==> config.mk <==
export PLATFORM = sky130hd
export DESIGN_NAME = hazard_ctrl
export DESIGN_NICKNAME = d
export VERILOG_FILES = /design/src/rtl/pipe_ctrl_defs.sv /design/src/rtl/div_busy_timer.sv /design/src/rtl/hazard_ctrl.sv
export SDC_FILE = /design/constraint.sdc
export NUM_CORES = 1
export LEC_CHECK = 0
export ABC_AREA = 1
export BUFFER_PORTS_ARGS = -buffer_cell sky130_fd_sc_hd__buf_2
export CAP_MARGIN = 10
export CORE_AREA = 2 2 62 46
export DETAILED_ROUTE_END_ITERATION = 10
export DIE_AREA = 0 0 64 48
export SLEW_MARGIN = 20
export SYNTH_ARGS = -nofsm -noshare
export SYNTH_HDL_FRONTEND = slang
export SYNTH_SLANG_ARGS = --single-unit
export TNS_END_PERCENT = 10
==> constraint.sdc <==
create_clock -name clk -period 1.6 [get_ports clk]
set_input_delay 0.08 -clock clk [delete_from_list [all_inputs] [get_ports clk]]
set_output_delay 0.08 -clock clk [all_outputs]
set_load 0.01 [all_outputs]
==> src/rtl/pipe_ctrl_defs.sv <==
// Shared definitions for the pipeline hazard controller: FSM encodings,
// default divide latency, stage indices and the load-use match helper.
package pipe_ctrl_defs;

    localparam logic [1:0] ST_IDLE     = 2'd0;
    localparam logic [1:0] ST_DIV_BUSY = 2'd1;
    localparam logic [1:0] ST_EXC_PEND = 2'd2;

    localparam int DIV_CYCLES_DEF = 36;

    localparam int STG_F = 0;
    localparam int STG_D = 1;
    localparam int STG_E = 2;
    localparam int STG_M = 3;
    localparam int STG_W = 4;

    // $zero is never a real producer, so a load targeting it cannot create a hazard.
    function automatic logic load_use_hit(
        input logic       memtoreg,
        input logic       regwrite,
        input logic [4:0] wreg,
        input logic [4:0] rs,
        input logic [4:0] rt
    );
        return memtoreg && regwrite && (wreg != 5'd0) && ((wreg == rs) || (wreg == rt));
    endfunction

endpackage

==> src/rtl/div_busy_timer.sv <==
// Divider occupancy timer: loads DIV_CYCLES-1, counts down to zero and stops;
// o_last marks the final occupied cycle.
module div_busy_timer #(
    parameter int DIV_CYCLES = 36
) (
    input  logic clk,
    input  logic resetn,
    input  logic i_load,
    input  logic i_clear,
    output logic o_busy,
    output logic o_last
);

    localparam int CW = $clog2(DIV_CYCLES);

    logic [CW-1:0] r_cnt;
    logic          r_run;

    always_ff @(posedge clk) begin
        if (!resetn || i_clear) begin
            r_cnt <= '0;
            r_run <= 1'b0;
        end else if (i_load) begin
            r_cnt <= CW'(DIV_CYCLES - 1);
            r_run <= 1'b1;
        end else if (r_run) begin
            if (r_cnt == '0)
                r_run <= 1'b0;
            else
                r_cnt <= r_cnt - 1'b1;
        end
    end

    assign o_busy = r_run;
    assign o_last = r_run && (r_cnt == '0);

endmodule

==> src/rtl/hazard_ctrl.sv <==
// Stall/flush sequencer for the 5-stage pipeline. Optional performance counters
// are built when HAZARD_PERF_CNT_EN is defined.
module hazard_ctrl
    import pipe_ctrl_defs::*;
#(
    parameter int DIV_CYCLES = DIV_CYCLES_DEF
) (
    input  logic        clk,
    input  logic        resetn,
    input  logic [4:0]  rsD,
    input  logic [4:0]  rtD,
    input  logic [4:0]  writeregE,
    input  logic        regwriteE,
    input  logic        memtoregE,
    input  logic        div_startE,
    input  logic        branch_mispredE,
    input  logic        flush_excM,
    input  logic        i_stall,
    input  logic        d_stall,
    output logic        stallF,
    output logic        stallD,
    output logic        stallE,
    output logic        stallM,
    output logic        stallW,
    output logic        flushF,
    output logic        flushD,
    output logic        flushE,
    output logic        flushM,
    output logic        flushW,
    output logic        div_busy
`ifdef HAZARD_PERF_CNT_EN
    ,
    output logic [31:0] perf_load_use,
    output logic [31:0] perf_div_stall,
    output logic [31:0] perf_mem_stall
`endif
);

    logic [1:0] r_state;
    logic [1:0] w_nxt;
    logic [4:0] w_stall;
    logic [4:0] w_flush;
    logic       w_tmr_busy;
    logic       w_tmr_last;
    logic       w_div;
    logic       w_lu;
    logic       w_div_start;

    assign w_div_start = (r_state == ST_IDLE) && div_startE && !d_stall && !flush_excM;
    assign w_div       = (r_state == ST_DIV_BUSY) && w_tmr_busy;
    assign w_lu        = load_use_hit(memtoregE, regwriteE, writeregE, rsD, rtD);

    div_busy_timer #(.DIV_CYCLES(DIV_CYCLES)) u_timer (
        .clk     (clk),
        .resetn  (resetn),
        .i_load  (w_div_start),
        .i_clear (flush_excM),
        .o_busy  (w_tmr_busy),
        .o_last  (w_tmr_last)
    );

    always_comb begin
        w_nxt = r_state;
        if (flush_excM) begin
            w_nxt = d_stall ? ST_EXC_PEND : ST_IDLE;
        end else begin
            case (r_state)
                ST_IDLE:     if (w_div_start) w_nxt = ST_DIV_BUSY;
                ST_DIV_BUSY: if (w_tmr_last)  w_nxt = ST_IDLE;
                ST_EXC_PEND: if (!d_stall)    w_nxt = ST_IDLE;
                default:     w_nxt = ST_IDLE;
            endcase
        end
    end

    // A deferred exception behaves like a memory stall until the D-cache releases.
    always_comb begin
        w_stall = '0;
        w_flush = '0;
        if (flush_excM || (r_state == ST_EXC_PEND)) begin
            if (d_stall) begin
                w_stall[STG_M:STG_F] = 4'b1111;
                w_flush[STG_W]       = 1'b1;
            end else begin
                w_flush[STG_M:STG_F] = 4'b1111;
            end
        end else if (d_stall) begin
            w_stall[STG_M:STG_F] = 4'b1111;
            w_flush[STG_W]       = 1'b1;
        end else if (w_div) begin
            w_stall[STG_E:STG_F] = 3'b111;
            w_flush[STG_M]       = 1'b1;
        end else if (i_stall) begin
            w_stall[STG_F] = 1'b1;
            w_flush[STG_D] = 1'b1;
        end else if (branch_mispredE) begin
            w_flush[STG_D] = 1'b1;
        end else if (w_lu) begin
            w_stall[STG_D:STG_F] = 2'b11;
            w_flush[STG_E]       = 1'b1;
        end
    end

    always_ff @(posedge clk) begin
        if (!resetn)
            r_state <= ST_IDLE;
        else
            r_state <= w_nxt;
    end

    assign stallF   = resetn && w_stall[STG_F];
    assign stallD   = resetn && w_stall[STG_D];
    assign stallE   = resetn && w_stall[STG_E];
    assign stallM   = resetn && w_stall[STG_M];
    assign stallW   = resetn && w_stall[STG_W];
    assign flushF   = resetn && w_flush[STG_F];
    assign flushD   = resetn && w_flush[STG_D];
    assign flushE   = resetn && w_flush[STG_E];
    assign flushM   = resetn && w_flush[STG_M];
    assign flushW   = resetn && w_flush[STG_W];
    assign div_busy = resetn && (r_state == ST_DIV_BUSY);

`ifdef HAZARD_PERF_CNT_EN
    logic        w_src_mem;
    logic        w_src_div;
    logic        w_src_lu;
    logic [31:0] r_perf_lu;
    logic [31:0] r_perf_div;
    logic [31:0] r_perf_mem;

    assign w_src_mem = !flush_excM && (r_state != ST_EXC_PEND) && d_stall;
    assign w_src_div = !flush_excM && (r_state != ST_EXC_PEND) && !d_stall && w_div;
    assign w_src_lu  = !flush_excM && (r_state != ST_EXC_PEND) && !d_stall && !w_div
                       && !i_stall && !branch_mispredE && w_lu;

    always_ff @(posedge clk) begin
        if (!resetn) begin
            r_perf_lu  <= '0;
            r_perf_div <= '0;
            r_perf_mem <= '0;
        end else begin
            r_perf_lu  <= r_perf_lu  + {31'd0, w_src_lu};
            r_perf_div <= r_perf_div + {31'd0, w_src_div};
            r_perf_mem <= r_perf_mem + {31'd0, w_src_mem};
        end
    end

    assign perf_load_use  = r_perf_lu;
    assign perf_div_stall = r_perf_div;
    assign perf_mem_stall = r_perf_mem;
`endif

endmodule

==> metrics.txt <==
status=finished, final reports clean; Area Growth Syn to Fin=26.32%; die area=3072 sq um; r2r worst-path depth=9; Starting Density=34.37%; CTS resizes=0; initial antenna violation count=0; crit path max fanout=4; DRC Markers=0; Final min period=1474 ps; Antenna diodes=0; WHS Path Cells=3; fraction of the mapped netlist area in adder cells=3.008%; syn_nets=176; Gate power share=28.0%; Pint=389.8 uW; flops & latches, synth=9; hold_buf cts=0; Final Max Tran Viols=0; Reg power frac=41.1%; Clk pwr share=30.9%; first-pass GRT wire length=3229 um; Synth Instances=150; compound-cell area share of the yosys netlist=8.571%; Port Buffers=33; worst skew pair latency=260 ps; Hold Crit Start=resetn; switching share of power=31.05%; register area share after synthesis=21.65%; final WL=2003 um; RSZ-0062 raised after global routing=false; crit path cell chain=inv_1, nor2_1, nor2_1, nand3_1, nor2_1, a21oi_1, buf_2; FF-to-FF Start=u_timer.r_cnt[0]; crit-path most repeated cell=nor2_1; core box area=2421 sq um; # IOs=35; Total Routing Usage GR=13.82%; Reg2Reg Setup Slack=290 ps; most frequent cells in the layout=41 x nand2_1, 37 x inv_1, 33 x buf_2, 20 x nor2_1, 10 x nand3_1; Worst Path Buf+Inv=2; setup bufs post-CTS=0; Sink Count=9; Root Driver=clkbuf_4; vias in the first global route=787; routed vias/inst=4.311; r2r endpoint=u_timer.r_cnt[4]; Num CTS Buffers=3; P_sw=175.6 uW; slowest stage delay, CP=330 ps; clock slew at reported path FFs=60 ps; worst setup margin=125.8 ps; CTS tree=done; Worst Hold Class=input port to flip-flop; largest family of logic cells by synthesized area=simple AND/OR/NAND/NOR gates; maximum achievable frequency=678.3 MHz; dpl hpwl=1726 um; critical path type=flip-flop to output pin; Longest Clk Path Bufs=2; Die Width=64 um; Fillers=258; post-synth cell types=22; CP top delay family=simple AND/OR/NAND/NOR gates; htree depth=1; Routed Antenna Nets=0; pin count of the biggest net entering global routing=9; period utilization=92.14%; multiplexer area fraction after synthesis=0%; Pleak=0.6608 nW; syn_area_per_cell=5.547 sq um; Final Hold Viols=0; critical path required time=1520 ps; Worst EP arrival=1390 ps; total vias in the final route=944; worst clock skew=2.740 ps; Final GP Congestion=0.7392; Die H=48 um; synth warn=0; Final setup viols=0; Worst Hold End=r_state[0]; worst vdd ir=193.3 uV; Worst setup EP type=output pin; most common library cell in the layout ignoring fill and taps=nand2_1; Synth Area in XOR/XNOR=3.158%; Sum Neg Setup Slack=0 ps; dpl ws=294.5 ps; Final nets=212; simple-gate share of the synthesized area=43.91%; DR WL/cell=9.146 um; total of max-cap violations=0; Synth Cell Area=832.0 sq um; grt ovf=0; Worst setup SP type=flip-flop; pwr dens=537.9 nW/um^2; layout cells sized above 1=22.70%; drt pass-1 iters=4; initial drt markers=66; Std-Cell Rows=15; CP max-delay cell=dfxtp_1
[Yosys cell counts (all sizes together)]
cell / number / area (sq um)
nor3: 3 / 15.01
o211a: 1 / 10.01
inv: 38 / 145.1
nor2: 21 / 81.33
nand4: 6 / 43.79
o211ai: 1 / 7.510
xnor2: 2 / 17.52
dfxtp: 9 / 180.2
ha: 2 / 25.02
o21ai: 3 / 15.01
nand3: 11 / 60.06
conb: 1 / 3.750
xor2: 1 / 8.760
a21oi: 7 / 38.79
nand2: 42 / 165.2
buf: 2 / 15.01
[layout make-up]
type                    count  area (sq um)  area share, %
well taps                  34         42.54          4.048
repair buffers             33         165.2          15.71
inverters                  38         145.1          13.81
flip-flops and latches      9         180.2          17.14
multi-input cells         101         491.7          46.79
clock buffers               4         26.28          2.500
[worst max-delay path by stage]
stage / start / end / slack, ps / cells past startpoint
after global placement: u_timer.r_cnt[0] / u_timer.r_cnt[4] / 350 / 9
after global routing: r_state[1] / stallF / 30 / 7
final: r_state[1] / stallF / 130 / 7
after detailed placement: u_timer.r_cnt[0] / u_timer.r_cnt[4] / 290 / 9
after CTS: r_state[1] / stallF / 130 / 7
after floorplan: u_timer.r_cnt[0] / u_timer.r_cnt[1] / 400 / 6
[power groups by stage]
stage / logic, mW / registers (mW) / clock network [mW]
after floorplan: 0.0941 / 0.236 / 0
after global placement: 0.154 / 0.237 / 0
after detailed placement: 0.158 / 0.237 / 0
after CTS: 0.158 / 0.232 / 0.180
after global routing: 0.180 / 0.233 / 0.194
final: 0.158 / 0.232 / 0.175
[flip-flops by register name, summed over array words and instances (netlist names)]
signal          cells
r_state             2
u_timer.o_busy      1
u_timer.r_cnt       6
[worst min-delay path, delay by kind of cell]
family	cells	cell delay (ps)
buf+inv	2	220
compound gates	1	60
[cell families (layout without fill, tap and decap cells)]
| group | count (synthesis) | after routing |
|---|---|---|
| AND/OR/NAND/NOR | 83 | 83 |
| buffers and inverters | 40 | 75 |
| AO/OA/AOI/OAI | 12 | 12 |
| flip-flops | 9 | 9 |
| XOR/XNOR | 3 | 3 |
| adder cells (fa/ha/maj) | 2 | 2 |
| other | 1 | 1 |
[routing by layer]
metal  global-route usage [%]  part of all wire (%)  up-vias  routed length [um]
li1                         -                     -      519                   -
met1                    18.52                    53      400                1071
met2                    22.08                    40       25                 806
met3                    5.412                   6.2        0                 125
met4                    1.304                     0        0                   0
met5                        0                     0        -                   0
[stage by stage]
stage          total power, mW  hold slack [ps]  utilization, %  std cells  instance area (sq um)
5_1_grt                 0.6059            157.9           43.41        219                   1051
4_1_cts                 0.5704            149.7           43.41        219                   1051
6_report                0.5653            159.0           43.41        219                   1051
2_1_floorplan           0.3305            251.5               -        150                  832.0
3_5_place_dp            0.3947            424.2           42.33        215                   1025
3_3_place_gp            0.3912            403.9           42.33        215                   1025
(Power assumes the default switching activity.)
